<file path="src/rtl/text_grid_pkg.sv">
// Shared definitions for the text grid editor: command codes, FSM states and
// the cursor move operations the FSM hands to the cursor block.
package text_grid_pkg;

   localparam logic [7:0] KEY_LEFT      = 8'h11;
   localparam logic [7:0] KEY_UP        = 8'h12;
   localparam logic [7:0] KEY_DOWN      = 8'h13;
   localparam logic [7:0] KEY_RIGHT     = 8'h14;
   localparam logic [7:0] KEY_ENTER     = 8'h0D;
   localparam logic [7:0] KEY_BS        = 8'h7F;
   localparam logic [7:0] KEY_CLR       = 8'h0C;
   localparam logic [7:0] CHAR_BLANK    = 8'h00;
   localparam logic [7:0] CHAR_PRINT_LO = 8'h20;
   localparam logic [7:0] CHAR_PRINT_HI = 8'h7E;

   typedef enum logic [2:0] {
      ST_INIT,
      ST_IDLE,
      ST_CLEAR,
      ST_SCROLL_COPY,
      ST_SCROLL_FILL
   } state_t;

   typedef enum logic [2:0] {
      CUR_HOLD,
      CUR_NEXT,
      CUR_PREV,
      CUR_UP,
      CUR_DOWN,
      CUR_NEWLINE,
      CUR_HOME,
      CUR_LAST_ROW
   } cur_op_t;

endpackage

</file>
<file path="src/rtl/text_grid_editor_if.sv">
// Editing command stream into the text grid editor.
// Handshake: the master holds cmd_valid and the payload (cmd_char, cmd_fg,
// cmd_bg) stable until the slave samples cmd_valid && cmd_ready high on a
// rising clock edge; that edge is the single point where the command is taken.
interface text_grid_editor_if #(
   parameter int ASCII_W = 8,
   parameter int COLOR_W = 4
);
   logic               cmd_valid;
   logic               cmd_ready;
   logic [ASCII_W-1:0] cmd_char;
   logic [COLOR_W-1:0] cmd_fg;
   logic [COLOR_W-1:0] cmd_bg;

   modport master (output cmd_valid, cmd_char, cmd_fg, cmd_bg, input cmd_ready);
   modport slave  (input cmd_valid, cmd_char, cmd_fg, cmd_bg, output cmd_ready);
endinterface

</file>
<file path="src/rtl/text_grid_cursor.sv">
// Cursor position register for the text grid. Keeps the linear address and
// the column/row pair in step with each other using only add/compare, and
// flags the end-of-screen conditions the editor FSM needs.
module text_grid_cursor
   import text_grid_pkg::*;
#(
   parameter int GRID_COL = 10,
   parameter int GRID_ROW = 5
) (
   input  logic                                  clk_pix,
   input  logic                                  rst_n,
   input  cur_op_t                               i_op,
   output logic [$clog2(GRID_COL*GRID_ROW)-1:0]  o_addr,
   output logic [$clog2(GRID_COL)-1:0]           o_x,
   output logic [$clog2(GRID_ROW)-1:0]           o_y,
   output logic                                  o_at_end,
   output logic                                  o_at_zero,
   output logic                                  o_last_row
);
   localparam int AW = $clog2(GRID_COL*GRID_ROW);
   localparam int XW = $clog2(GRID_COL);
   localparam int YW = $clog2(GRID_ROW);
   localparam logic [AW-1:0] LAST_CELL     = AW'(GRID_COL*GRID_ROW-1);
   localparam logic [AW-1:0] LAST_ROW_BASE = AW'((GRID_ROW-1)*GRID_COL);
   localparam logic [AW-1:0] COL_STEP      = AW'(GRID_COL);
   localparam logic [XW-1:0] LAST_X        = XW'(GRID_COL-1);
   localparam logic [YW-1:0] LAST_Y        = YW'(GRID_ROW-1);

   logic [AW-1:0] r_addr, w_addr_n;
   logic [XW-1:0] r_x, w_x_n;
   logic [YW-1:0] r_y, w_y_n;

   // Next cursor position for the requested move, wrapping at grid edges.
   always_comb begin
      w_addr_n = r_addr;
      w_x_n    = r_x;
      w_y_n    = r_y;
      case (i_op)
         CUR_NEXT: begin
            if (r_addr == LAST_CELL) begin
               w_addr_n = '0; w_x_n = '0; w_y_n = '0;
            end else begin
               w_addr_n = r_addr + 1'b1;
               if (r_x == LAST_X) begin w_x_n = '0; w_y_n = r_y + 1'b1; end
               else w_x_n = r_x + 1'b1;
            end
         end
         CUR_PREV: begin
            if (r_addr == '0) begin
               w_addr_n = LAST_CELL; w_x_n = LAST_X; w_y_n = LAST_Y;
            end else begin
               w_addr_n = r_addr - 1'b1;
               if (r_x == '0) begin w_x_n = LAST_X; w_y_n = r_y - 1'b1; end
               else w_x_n = r_x - 1'b1;
            end
         end
         CUR_UP: begin
            if (r_y == '0) begin w_y_n = LAST_Y; w_addr_n = r_addr + LAST_ROW_BASE; end
            else begin w_y_n = r_y - 1'b1; w_addr_n = r_addr - COL_STEP; end
         end
         CUR_DOWN: begin
            if (r_y == LAST_Y) begin w_y_n = '0; w_addr_n = r_addr - LAST_ROW_BASE; end
            else begin w_y_n = r_y + 1'b1; w_addr_n = r_addr + COL_STEP; end
         end
         CUR_NEWLINE: begin
            w_x_n = '0;
            if (r_y == LAST_Y) begin w_y_n = '0; w_addr_n = '0; end
            else begin w_y_n = r_y + 1'b1; w_addr_n = r_addr - AW'(r_x) + COL_STEP; end
         end
         CUR_HOME: begin
            w_addr_n = '0; w_x_n = '0; w_y_n = '0;
         end
         CUR_LAST_ROW: begin
            w_addr_n = LAST_ROW_BASE; w_x_n = '0; w_y_n = LAST_Y;
         end
         default: ;
      endcase
   end

   // Cursor registers, cleared to cell 0 on reset.
   always_ff @(posedge clk_pix or negedge rst_n) begin
      if (!rst_n) begin
         r_addr <= '0;
         r_x    <= '0;
         r_y    <= '0;
      end else begin
         r_addr <= w_addr_n;
         r_x    <= w_x_n;
         r_y    <= w_y_n;
      end
   end

   assign o_addr     = r_addr;
   assign o_x        = r_x;
   assign o_y        = r_y;
   assign o_at_end   = (r_addr == LAST_CELL);
   assign o_at_zero  = (r_addr == '0);
   assign o_last_row = (r_y == LAST_Y);
endmodule

</file>
<file path="src/rtl/text_grid_editor.sv">
// Character grid editor: GRID_COL x GRID_ROW cells of {bg, fg, ascii}, edited
// through a valid/ready command stream, with a registered display read port.
// Clear, power-up fill and scroll run as one-cell-per-cycle sweeps.
// Optional cursor blink is enabled by defining TEXT_GRID_CURSOR_BLINK_EN.
module text_grid_editor
   import text_grid_pkg::*;
#(
   parameter int                GRID_COL     = 10,
   parameter int                GRID_ROW     = 5,
   parameter int                ASCII_W      = 8,
   parameter int                COLOR_W      = 4,
   parameter int                SCROLL_MODE  = 0,
   parameter logic [COLOR_W-1:0] DEF_FG      = 4'hC,
   parameter logic [COLOR_W-1:0] DEF_BG      = 4'h0,
   parameter int                BLINK_FRAMES = 30,
   localparam int N      = GRID_COL*GRID_ROW,
   localparam int ADDR_W = $clog2(N),
   localparam int CELL_W = 2*COLOR_W + ASCII_W
) (
   input  logic                        clk_pix,
   input  logic                        rst_n,
   text_grid_editor_if.slave           cmd,
   input  logic [ADDR_W-1:0]           rd_addr,
   output logic [CELL_W-1:0]           rd_data,
   output logic [ADDR_W-1:0]           cursor_addr,
   output logic [$clog2(GRID_COL)-1:0] cursor_x,
   output logic [$clog2(GRID_ROW)-1:0] cursor_y,
   output logic                        cursor_on,
   input  logic                        frame_tick,
   output logic                        busy,
   output state_t                      o_dbg_state
);
   localparam logic [ADDR_W-1:0] LAST_CELL = ADDR_W'(N-1);
   localparam logic [ADDR_W-1:0] COPY_LAST = ADDR_W'(N-GRID_COL-1);
   localparam logic [ADDR_W-1:0] COL_STEP  = ADDR_W'(GRID_COL);
   localparam logic [ADDR_W:0]   N_EXT     = (ADDR_W+1)'(N);
   localparam logic [ASCII_W-1:0] BLANK    = ASCII_W'(CHAR_BLANK);

   logic [CELL_W-1:0]  r_mem [N];
   state_t             r_state, w_state_n;
   logic [ADDR_W-1:0]  r_sweep_idx, w_sweep_idx_n;
   logic [COLOR_W-1:0] r_fill_fg, r_fill_bg;
   logic               w_accept, w_printable, w_we;
   logic [ADDR_W-1:0]  w_waddr;
   logic [CELL_W-1:0]  w_wdata;
   cur_op_t            w_cur_op;
   logic               w_at_end, w_at_zero, w_last_row;

   assign w_accept    = cmd.cmd_valid && (r_state == ST_IDLE);
   assign w_printable = (cmd.cmd_char >= ASCII_W'(CHAR_PRINT_LO)) &&
                        (cmd.cmd_char <= ASCII_W'(CHAR_PRINT_HI));
   assign cmd.cmd_ready = (r_state == ST_IDLE);
   assign busy          = (r_state != ST_IDLE);
   assign o_dbg_state   = r_state;

   text_grid_cursor #(.GRID_COL(GRID_COL), .GRID_ROW(GRID_ROW)) u_cursor (
      .clk_pix    (clk_pix),
      .rst_n      (rst_n),
      .i_op       (w_cur_op),
      .o_addr     (cursor_addr),
      .o_x        (cursor_x),
      .o_y        (cursor_y),
      .o_at_end   (w_at_end),
      .o_at_zero  (w_at_zero),
      .o_last_row (w_last_row)
   );

   // Sweep sequencing and command decode; produces the single grid write port.
   always_comb begin
      w_state_n     = r_state;
      w_sweep_idx_n = r_sweep_idx;
      w_we          = 1'b0;
      w_waddr       = r_sweep_idx;
      w_wdata       = '0;
      w_cur_op      = CUR_HOLD;
      case (r_state)
         ST_INIT, ST_CLEAR, ST_SCROLL_FILL: begin
            w_we    = 1'b1;
            w_wdata = (r_state == ST_INIT) ? {DEF_BG, DEF_FG, BLANK}
                                           : {r_fill_bg, r_fill_fg, BLANK};
            if (r_sweep_idx == LAST_CELL) begin
               w_state_n     = ST_IDLE;
               w_sweep_idx_n = '0;
            end else begin
               w_sweep_idx_n = r_sweep_idx + 1'b1;
            end
         end
         ST_SCROLL_COPY: begin
            w_we          = 1'b1;
            w_wdata       = r_mem[r_sweep_idx + COL_STEP];
            w_sweep_idx_n = r_sweep_idx + 1'b1;
            if (r_sweep_idx == COPY_LAST) w_state_n = ST_SCROLL_FILL;
         end
         ST_IDLE: begin
            if (w_accept) begin
               if (w_printable) begin
                  w_we    = 1'b1;
                  w_waddr = cursor_addr;
                  w_wdata = {cmd.cmd_bg, cmd.cmd_fg, cmd.cmd_char};
                  if ((SCROLL_MODE != 0) && w_at_end) begin
                     w_cur_op      = CUR_LAST_ROW;
                     w_state_n     = ST_SCROLL_COPY;
                     w_sweep_idx_n = '0;
                  end else begin
                     w_cur_op = CUR_NEXT;
                  end
               end else begin
                  case (cmd.cmd_char)
                     ASCII_W'(KEY_LEFT):  w_cur_op = CUR_PREV;
                     ASCII_W'(KEY_RIGHT): w_cur_op = CUR_NEXT;
                     ASCII_W'(KEY_UP):    w_cur_op = CUR_UP;
                     ASCII_W'(KEY_DOWN):  w_cur_op = CUR_DOWN;
                     ASCII_W'(KEY_ENTER): begin
                        if ((SCROLL_MODE != 0) && w_last_row) begin
                           w_cur_op      = CUR_LAST_ROW;
                           w_state_n     = ST_SCROLL_COPY;
                           w_sweep_idx_n = '0;
                        end else begin
                           w_cur_op = CUR_NEWLINE;
                        end
                     end
                     ASCII_W'(KEY_BS): begin
                        if (!w_at_zero) begin
                           w_cur_op = CUR_PREV;
                           w_we     = 1'b1;
                           w_waddr  = cursor_addr - 1'b1;
                           w_wdata  = {cmd.cmd_bg, cmd.cmd_fg, BLANK};
                        end
                     end
                     ASCII_W'(KEY_CLR): begin
                        w_cur_op      = CUR_HOME;
                        w_state_n     = ST_CLEAR;
                        w_sweep_idx_n = '0;
                     end
                     default: ;
                  endcase
               end
            end
         end
         default: w_state_n = ST_INIT;
      endcase
   end

   // FSM state, sweep index and fill colours latched at each accepted command.
   always_ff @(posedge clk_pix or negedge rst_n) begin
      if (!rst_n) begin
         r_state     <= ST_INIT;
         r_sweep_idx <= '0;
         r_fill_fg   <= '0;
         r_fill_bg   <= '0;
      end else begin
         r_state     <= w_state_n;
         r_sweep_idx <= w_sweep_idx_n;
         if (w_accept) begin
            r_fill_fg <= cmd.cmd_fg;
            r_fill_bg <= cmd.cmd_bg;
         end
      end
   end

   // Grid storage; contents are established by the INIT sweep, not by reset.
   always_ff @(posedge clk_pix) begin
      if (w_we) r_mem[w_waddr] <= w_wdata;
   end

   // Registered display read; a same-cycle write is seen on the next read.
   always_ff @(posedge clk_pix or negedge rst_n) begin
      if (!rst_n)                      rd_data <= '0;
      else if ({1'b0, rd_addr} < N_EXT) rd_data <= r_mem[rd_addr];
      else                             rd_data <= '0;
   end

`ifdef TEXT_GRID_CURSOR_BLINK_EN
   localparam int BLINK_CNT_W = (BLINK_FRAMES > 1) ? $clog2(BLINK_FRAMES) : 1;
   localparam logic [BLINK_CNT_W-1:0] BLINK_LAST = BLINK_CNT_W'(BLINK_FRAMES-1);
   logic [BLINK_CNT_W-1:0] r_blink_cnt;
   logic                   r_cursor_on;

   // Blink timer: toggle every BLINK_FRAMES frames, restart solid on any command.
   always_ff @(posedge clk_pix or negedge rst_n) begin
      if (!rst_n) begin
         r_blink_cnt <= '0;
         r_cursor_on <= 1'b1;
      end else if (w_accept) begin
         r_blink_cnt <= '0;
         r_cursor_on <= 1'b1;
      end else if (frame_tick) begin
         if (r_blink_cnt == BLINK_LAST) begin
            r_blink_cnt <= '0;
            r_cursor_on <= ~r_cursor_on;
         end else begin
            r_blink_cnt <= r_blink_cnt + 1'b1;
         end
      end
   end

   assign cursor_on = r_cursor_on;
`else
   localparam int unused_blink_frames = BLINK_FRAMES;
   logic w_unused_frame_tick;
   assign w_unused_frame_tick = frame_tick;
   assign cursor_on = 1'b1;
`endif
endmodule

</file>
<file path="src/flat_wrapper.sv">
// flat-port wrapper written by rule: the top's interface ports become plain ports
module text_grid_editor_flat import text_grid_pkg::*;
#(
   parameter int                GRID_COL     = 10,
   parameter int                GRID_ROW     = 5,
   parameter int                ASCII_W      = 8,
   parameter int                COLOR_W      = 4,
   parameter int                SCROLL_MODE  = 0,
   parameter logic [COLOR_W-1:0] DEF_FG      = 4'hC,
   parameter logic [COLOR_W-1:0] DEF_BG      = 4'h0,
   parameter int                BLINK_FRAMES = 30,
   localparam int N      = GRID_COL*GRID_ROW,
   localparam int ADDR_W = $clog2(N),
   localparam int CELL_W = 2*COLOR_W + ASCII_W
)
  (clk_pix, rst_n, rd_addr, rd_data, cursor_addr, cursor_x, cursor_y, cursor_on, frame_tick, busy, o_dbg_state, cmd_cmd_valid, cmd_cmd_char, cmd_cmd_fg, cmd_cmd_bg, cmd_cmd_ready);
  text_grid_editor_if #(.ASCII_W(ASCII_W), .COLOR_W(COLOR_W)) cmd_i ();
  input  logic clk_pix;
  input  logic rst_n;
  input  logic [ADDR_W-1:0] rd_addr;
  output logic [CELL_W-1:0] rd_data;
  output logic [ADDR_W-1:0] cursor_addr;
  output logic [$clog2(GRID_COL)-1:0] cursor_x;
  output logic [$clog2(GRID_ROW)-1:0] cursor_y;
  output logic cursor_on;
  input  logic frame_tick;
  output logic busy;
  output state_t o_dbg_state;
  input wire logic [$bits(cmd_i.cmd_valid)-1:0] cmd_cmd_valid;
  input wire logic [$bits(cmd_i.cmd_char)-1:0] cmd_cmd_char;
  input wire logic [$bits(cmd_i.cmd_fg)-1:0] cmd_cmd_fg;
  input wire logic [$bits(cmd_i.cmd_bg)-1:0] cmd_cmd_bg;
  output wire logic [$bits(cmd_i.cmd_ready)-1:0] cmd_cmd_ready;
  assign cmd_i.cmd_valid = cmd_cmd_valid;
  assign cmd_i.cmd_char = cmd_cmd_char;
  assign cmd_i.cmd_fg = cmd_cmd_fg;
  assign cmd_i.cmd_bg = cmd_cmd_bg;
  assign cmd_cmd_ready = cmd_i.cmd_ready;
  text_grid_editor #(.GRID_COL(GRID_COL), .GRID_ROW(GRID_ROW), .ASCII_W(ASCII_W), .COLOR_W(COLOR_W), .SCROLL_MODE(SCROLL_MODE), .DEF_FG(DEF_FG), .DEF_BG(DEF_BG), .BLINK_FRAMES(BLINK_FRAMES)) u_core (.clk_pix(clk_pix), .rst_n(rst_n), .cmd(cmd_i), .rd_addr(rd_addr), .rd_data(rd_data), .cursor_addr(cursor_addr), .cursor_x(cursor_x), .cursor_y(cursor_y), .cursor_on(cursor_on), .frame_tick(frame_tick), .busy(busy), .o_dbg_state(o_dbg_state));
endmodule
</file>
<file path="config.mk">
export PLATFORM = sky130hd
export DESIGN_NAME = text_grid_editor_flat
export DESIGN_NICKNAME = d
export VERILOG_FILES = /design/src/rtl/text_grid_pkg.sv /design/src/rtl/text_grid_editor_if.sv /design/src/rtl/text_grid_cursor.sv /design/src/rtl/text_grid_editor.sv /design/src/flat_wrapper.sv
export SDC_FILE = /design/constraint.sdc
export NUM_CORES = 1
export LEC_CHECK = 0
export CORE_MARGIN = 3
export CORE_UTILIZATION = 57
export CTS_CLUSTER_SIZE = 30
export DETAILED_ROUTE_END_ITERATION = 12
export PLACE_DENSITY = 0.73
export SLEW_MARGIN = 20
export SYNTH_ARGS = -nofsm -noshare
export SYNTH_HDL_FRONTEND = slang
export SYNTH_SLANG_ARGS = --single-unit
</file>
<file path="constraint.sdc">
create_clock -name clk_pix -period 4.72 [get_ports clk_pix]
set_input_delay 0.472 -clock clk_pix [delete_from_list [all_inputs] [get_ports clk_pix]]
set_output_delay 0.472 -clock clk_pix [all_outputs]
set_load 0.02 [all_outputs]
</file>
### After elaboration in Yosys (flattened, before gate mapping)

Memory sizes are Yosys's and may differ from the RTL's.
Cells that the tools add are included.

* equality and inequality tests: 31
* reduce and logical (&&, ||, !) cells: 17
* muxes and demuxes: 53
* add/subtract/negate cells: 14
* magnitude comparators: 3

Operator list (number)
* $mux 16: 6
* $mux 6: 14
* $pmux 16 s3: 1
* $mux 3: 14
* $pmux 6 s7: 1
* $eq 8x5->1 const B: 4
* $pmux 3 s7: 1
* $add 6x4->6 const B: 3
* $eq 3x3->1 const B: 6
* $eq 6x6->1 const B: 3
* $pmux 3 s6: 1
* $pmux 6 s3: 1
* $eq 8x4->1 const B: 2
* $mux 4: 4
* $add 6x1->6 const B: 2
* $eq 3x2->1 const B: 4
* $pmux 4 s3: 1
* $pmux 3 s3: 1
* $eq 8x7->1 const B: 1
* $ge 8x6->1 const B: 1
* $le 8x7->1 const B: 1
* $ne 2x1->1 const B: 4
* $reduce_bool 7->1: 1
* $add 6x6->6 const B: 1
* other kinds (30): 40

* memories kept: 1
* output and inout bits: 35
* memory bits (writable): 800
* bits of input ports: 26
* word-level logic and storage cells: 127
* register bits after elaboration: 46

Memories
* u_core.r_mem: depth 50, bits a word 16, read ports 2, clocked after Yosys merged registers in 0, write ports 1, line text_grid_editor.sv:39 `logic [CELL_W-1:0] r_mem [N];`

### Longest topological paths before layout

* word-level depth: 10
* depth in mapped cells: 13
* mapped depth without buffers: 12

### Modules after synthesis

A second synthesis with hierarchy kept.

* cell total of the unflattened synthesis: 2395
* area total of the unflattened synthesis: 41418.5 µm²

Modules (own cells, without submodules)
* text_grid_editor: cells an instance 2164, instances 1, sequential area each 24848.8 µm², area an instance 39571.7 µm²
* text_grid_cursor: cells an instance 231, instances 1, sequential area each 325.3 µm², area an instance 1846.8 µm²

### Worst setup path before layout

OpenSTA, ideal clock, no wires.

* path kind: flip-flop to flip-flop
* start: register u_core.r_sweep_idx[2]
* end: memory u_core.r_mem[0][7] in the netlist's numbering (data pin)
* arrival time: 4.161 ns
* path slack: -0.019 ns
* setup time: 0.577 ns
* required time: 4.143 ns
* cell stages (with the launch flop): 10
* path buffers: 2
* path through: dfrtp_1 -> ha_1 -> xor2_1 -> clkbuf_1 -> buf_2 -> mux4_2 -> nand2_1 -> nand3_1 -> o21ai_0 -> nor3_1

* cells in the longest elaborated chain, start to end: 3

Ends and longest elaborated chain
* from (decl): line text_grid_editor.sv:41 `logic [ADDR_W-1:0] r_sweep_idx, w_sweep_idx_n;`
* from (signal assigned): line text_grid_editor.sv:153 `r_sweep_idx <= w_sweep_idx_n;`
* $add 6x4->6: line text_grid_editor.sv:90 `w_wdata = r_mem[r_sweep_idx + COL_STEP];`
* $mem_v2 50x16
* $pmux 16 s3: line text_grid_editor.sv:76 `case (r_state)`
* via u_core.w_wdata[7]: line text_grid_editor.sv:45 `logic [CELL_W-1:0] w_wdata;`
* to (decl): line text_grid_editor.sv:39

The timed path passes the listed nets, and every way through them passes these cells.

### Final worst setup path

* start: register u_core.r_sweep_idx[1]
* end: memory u_core.r_mem[6][8] in the netlist's numbering (data pin)

Same word-level chain as after synthesis.

==> impl_metrics.ini <==
[run_status]
status = finished clean

[clocking]
cts_buffer_depth = 3
cts_made_buffers = 85
cts_tree = yes
htree_levels = 3
post_cts_buffers = 0
clkLatencyLatePin_ns = 0.65
clk_pin_slew_worst_paths_ns = 0.06
root_buffer = clkbuf_16
cts_resized = 0
postCtsHoldBufs = 0
clkSinkCount = 846

[layout]
nNetsFinal = 2414
drive_gt1_frac = 0.329
syn_to_final_growth_pct = 12.9
stdcell_count = 3369
fillers = 4570
final_area_um2 = 46100

[grt]
grt_pass1_vias = 25000
grt_max_degree = 95
grt_pass1_wl_um = 171000
antenna_found_initial = 3
gr-total-overflow = 0
grtUsageTotal = 0.318

[worst_setup_path]
worstPathRequired_ns = 5.13
crit_fanout = 32
path_class = reg -> reg
end_kind = flip-flop
critical_path_arrival_ns = 4.67
start_kind = flip-flop

[drt]
wl_um = 117000
drt_first_pass_iters = 6
wl_per_cell_um = 34.6
drc = 0
drtIter0Drc = 3942
vias = 25000
detail-route-antenna-nets = 0
avgViaCountPerCell = 7.42

[timing]
drv_slew = 0
tightest_slew_ns = 1.21
min_period_ns = 4.26
hold_violations = 0
setup_viol = 0
fmax_mhz = 235
slew_headroom = 0.188
fin_crit_sh = 0.902
rsz0062_at_grt = false
final.setup_skew_ns = 0.0224
setup_tns_ns = 0

[place]
portBuffers = 58
globalplace.congestion = 0.936
hpwlAfterDp_um = 72400
dp.cells = 3211
place_area_um2 = 43400

[synth]
synth_area_um2 = 40900
async_reset_ff_frac = 0.0544
ys_seq_elements = 846
synth.distinct_cells = 82
yosysWarnings = 0
synth_edf_count = 800
synth_xor_area_frac = 0.00386
synthSimpleGateAreaFrac = 0.0360
synth-compound-area-share = 0.0471
ys_seq_area_frac = 0.616
syn_nets = 2306
synthAdderAreaFrac = 0.00937
synth_top_family_by_area = multiplexers
synth_mux_area_frac = 0.266
synth_cells = 2250
syn_avg_cell_area_um2 = 18.2
synth_flop_cell = edfxtp_1

[floorplanning]
core_area_um2 = 70500
rows = 97
die_x_um = 274
die_area_um2 = 75000
start_util = 0.580
ioPinCount = 61
die_height_um = 274

[power]
power_density_nw_per_um2 = 434
power_leakage_nw = 14.9
p_total_mw = 20.0
ir_drop_mv = 0.318

[job]
maxCapViolations = 0

[hold_path]
worstHoldPathType = in -> async
-- critical path: stages, from the launching register on --
cell	delay, ns
dfrtp_4	0.67
ha_2	0.36
o21ai_0	0.19
xnor2_1	0.98
nand2_1	0.48
o21ai_2	0.85
buf_4	0.48
-- state kept, by name, summed over array words and instances (netlist names) --
register / flops
u_core.o_dbg_state: 3
u_core.r_fill_bg: 4
u_core.r_fill_fg: 4
u_core.r_mem: 800
u_core.r_sweep_idx: 6
u_core.rd_data: 16
u_core.u_cursor.o_addr: 6
u_core.u_cursor.o_x: 4
u_core.u_cursor.o_y: 3
-- layout make-up --
class                      instances  area [µm²]  share of cell area
antenna                            1        2.50           0.0000542
clock buffer                     117        2340              0.0507
clock inverter                    40         410             0.00890
inverter                          29         109             0.00236
multi-input combinational       1197       15000               0.326
sequential                       846       25200               0.546
tap                              940        1180              0.0255
timing repair buffer             199        1880              0.0408
-- report_power, final --
part / internal [mW] / switching, mW
Clock: 3.87 / 2.84
Sequential: 8.62 / 0.276
Combinational: 1.99 / 2.45
-- cells by family after synthesis --
family,Yosys count
XOR/XNOR,18
AND/OR/NAND/NOR,309
AO/OA/AOI/OAI,281
flip-flops,846
buffers and inverters,207
adder cells (fa/ha/maj),30
multiplexers,558
other,1
-- final timing paths --
kind,end,cells past startpoint,slack (ns),start
min in group clk_pix,u_core.r_fill_bg[3]$_DFFE_PN0P_,3,0.41,cmd_cmd_bg[3]
max reg2reg,u_core.r_mem[6][8]$_DFFE_PP_,6,0.46,u_core.r_sweep_idx[1]$_DFFE_PN0P_
max in group asynchronous,u_core.r_sweep_idx[0]$_DFFE_PN0P_,2,4.01,rst_n
max,u_core.r_mem[6][8]$_DFFE_PP_,6,0.46,u_core.r_sweep_idx[1]$_DFFE_PN0P_
min,u_core.u_cursor.o_addr[5]$_DFFE_PN0P_,2,0.05,rst_n
min reg2reg,u_core.r_fill_bg[3]$_DFFE_PN0P_,2,0.49,u_core.r_fill_bg[3]$_DFFE_PN0P_
-- metal layers --
layer / vias up / wire (µm) / global-route usage
met5: - / 0 / 0
li1: 9740 / - / -
met2: 1983 / 55100 / 0.492
met1: 13000 / 41200 / 0.431
met3: 310 / 15000 / 0.0860
met4: 0 / 5440 / 0.136
-- stage by stage --
stage	util	hold WS, ns	setup slack, ns
2_1_floorplan	-	0.176	0.0345
3_3_place_gp	0.615	0.461	0.606
3_5_place_dp	0.615	0.469	0.516
4_1_cts	0.654	0.0342	0.625
5_1_grt	0.654	0.0857	0.215
6_report	0.654	0.0524	0.460
-- synth_stat cells, types with 5 or more instances --
cell type | number | area share
o31ai_1 | 9 | 0.0017
a211oi_1 | 11 | 0.0020
nor3_1 | 22 | 0.0027
o21ai_0 | 56 | 0.0069
mux4_2 | 419 | 0.23
a221oi_1 | 18 | 0.0039
xor2_1 | 6 | 0.0013
mux2_2 | 20 | 0.0055
nand2_1 | 95 | 0.0087
nor2_1 | 86 | 0.0079
o211ai_1 | 16 | 0.0029
o311ai_0 | 7 | 0.0015
nand2b_1 | 12 | 0.0018
o221ai_1 | 19 | 0.0041
buf_2 | 37 | 0.0045
mux2i_1 | 118 | 0.029
dfrtp_1 | 46 | 0.028
nor2b_1 | 9 | 0.0014
nand4_1 | 7 | 0.0011
xnor2_1 | 12 | 0.0026
a31oi_1 | 5 | 0.00077
edfxtp_1 | 800 | 0.59
inv_1 | 29 | 0.0027
ha_1 | 29 | 0.0089
a221o_1 | 8 | 0.0020
clkbuf_1 | 97 | 0.0089
o22ai_1 | 19 | 0.0029
nand3_1 | 32 | 0.0039
a32o_1 | 6 | 0.0015
o32ai_1 | 5 | 0.0011
nor4_1 | 9 | 0.0014
a21oi_1 | 70 | 0.0086
buf_1 | 35 | 0.0032
-- layout by cell type, fill, tap and decap left out, types with 48 or more instances in the layout --
cell type / instances
nand2_1: 95
edfxtp_1: 800
clkbuf_16: 87
buf_4: 124
o21ai_0: 52
nor2_2: 48
clkdlybuf4s50_1: 53
mux2i_1: 118
mux4_2: 419
a21oi_1: 70
Note: power is estimated with default switching activity, not from simulation.
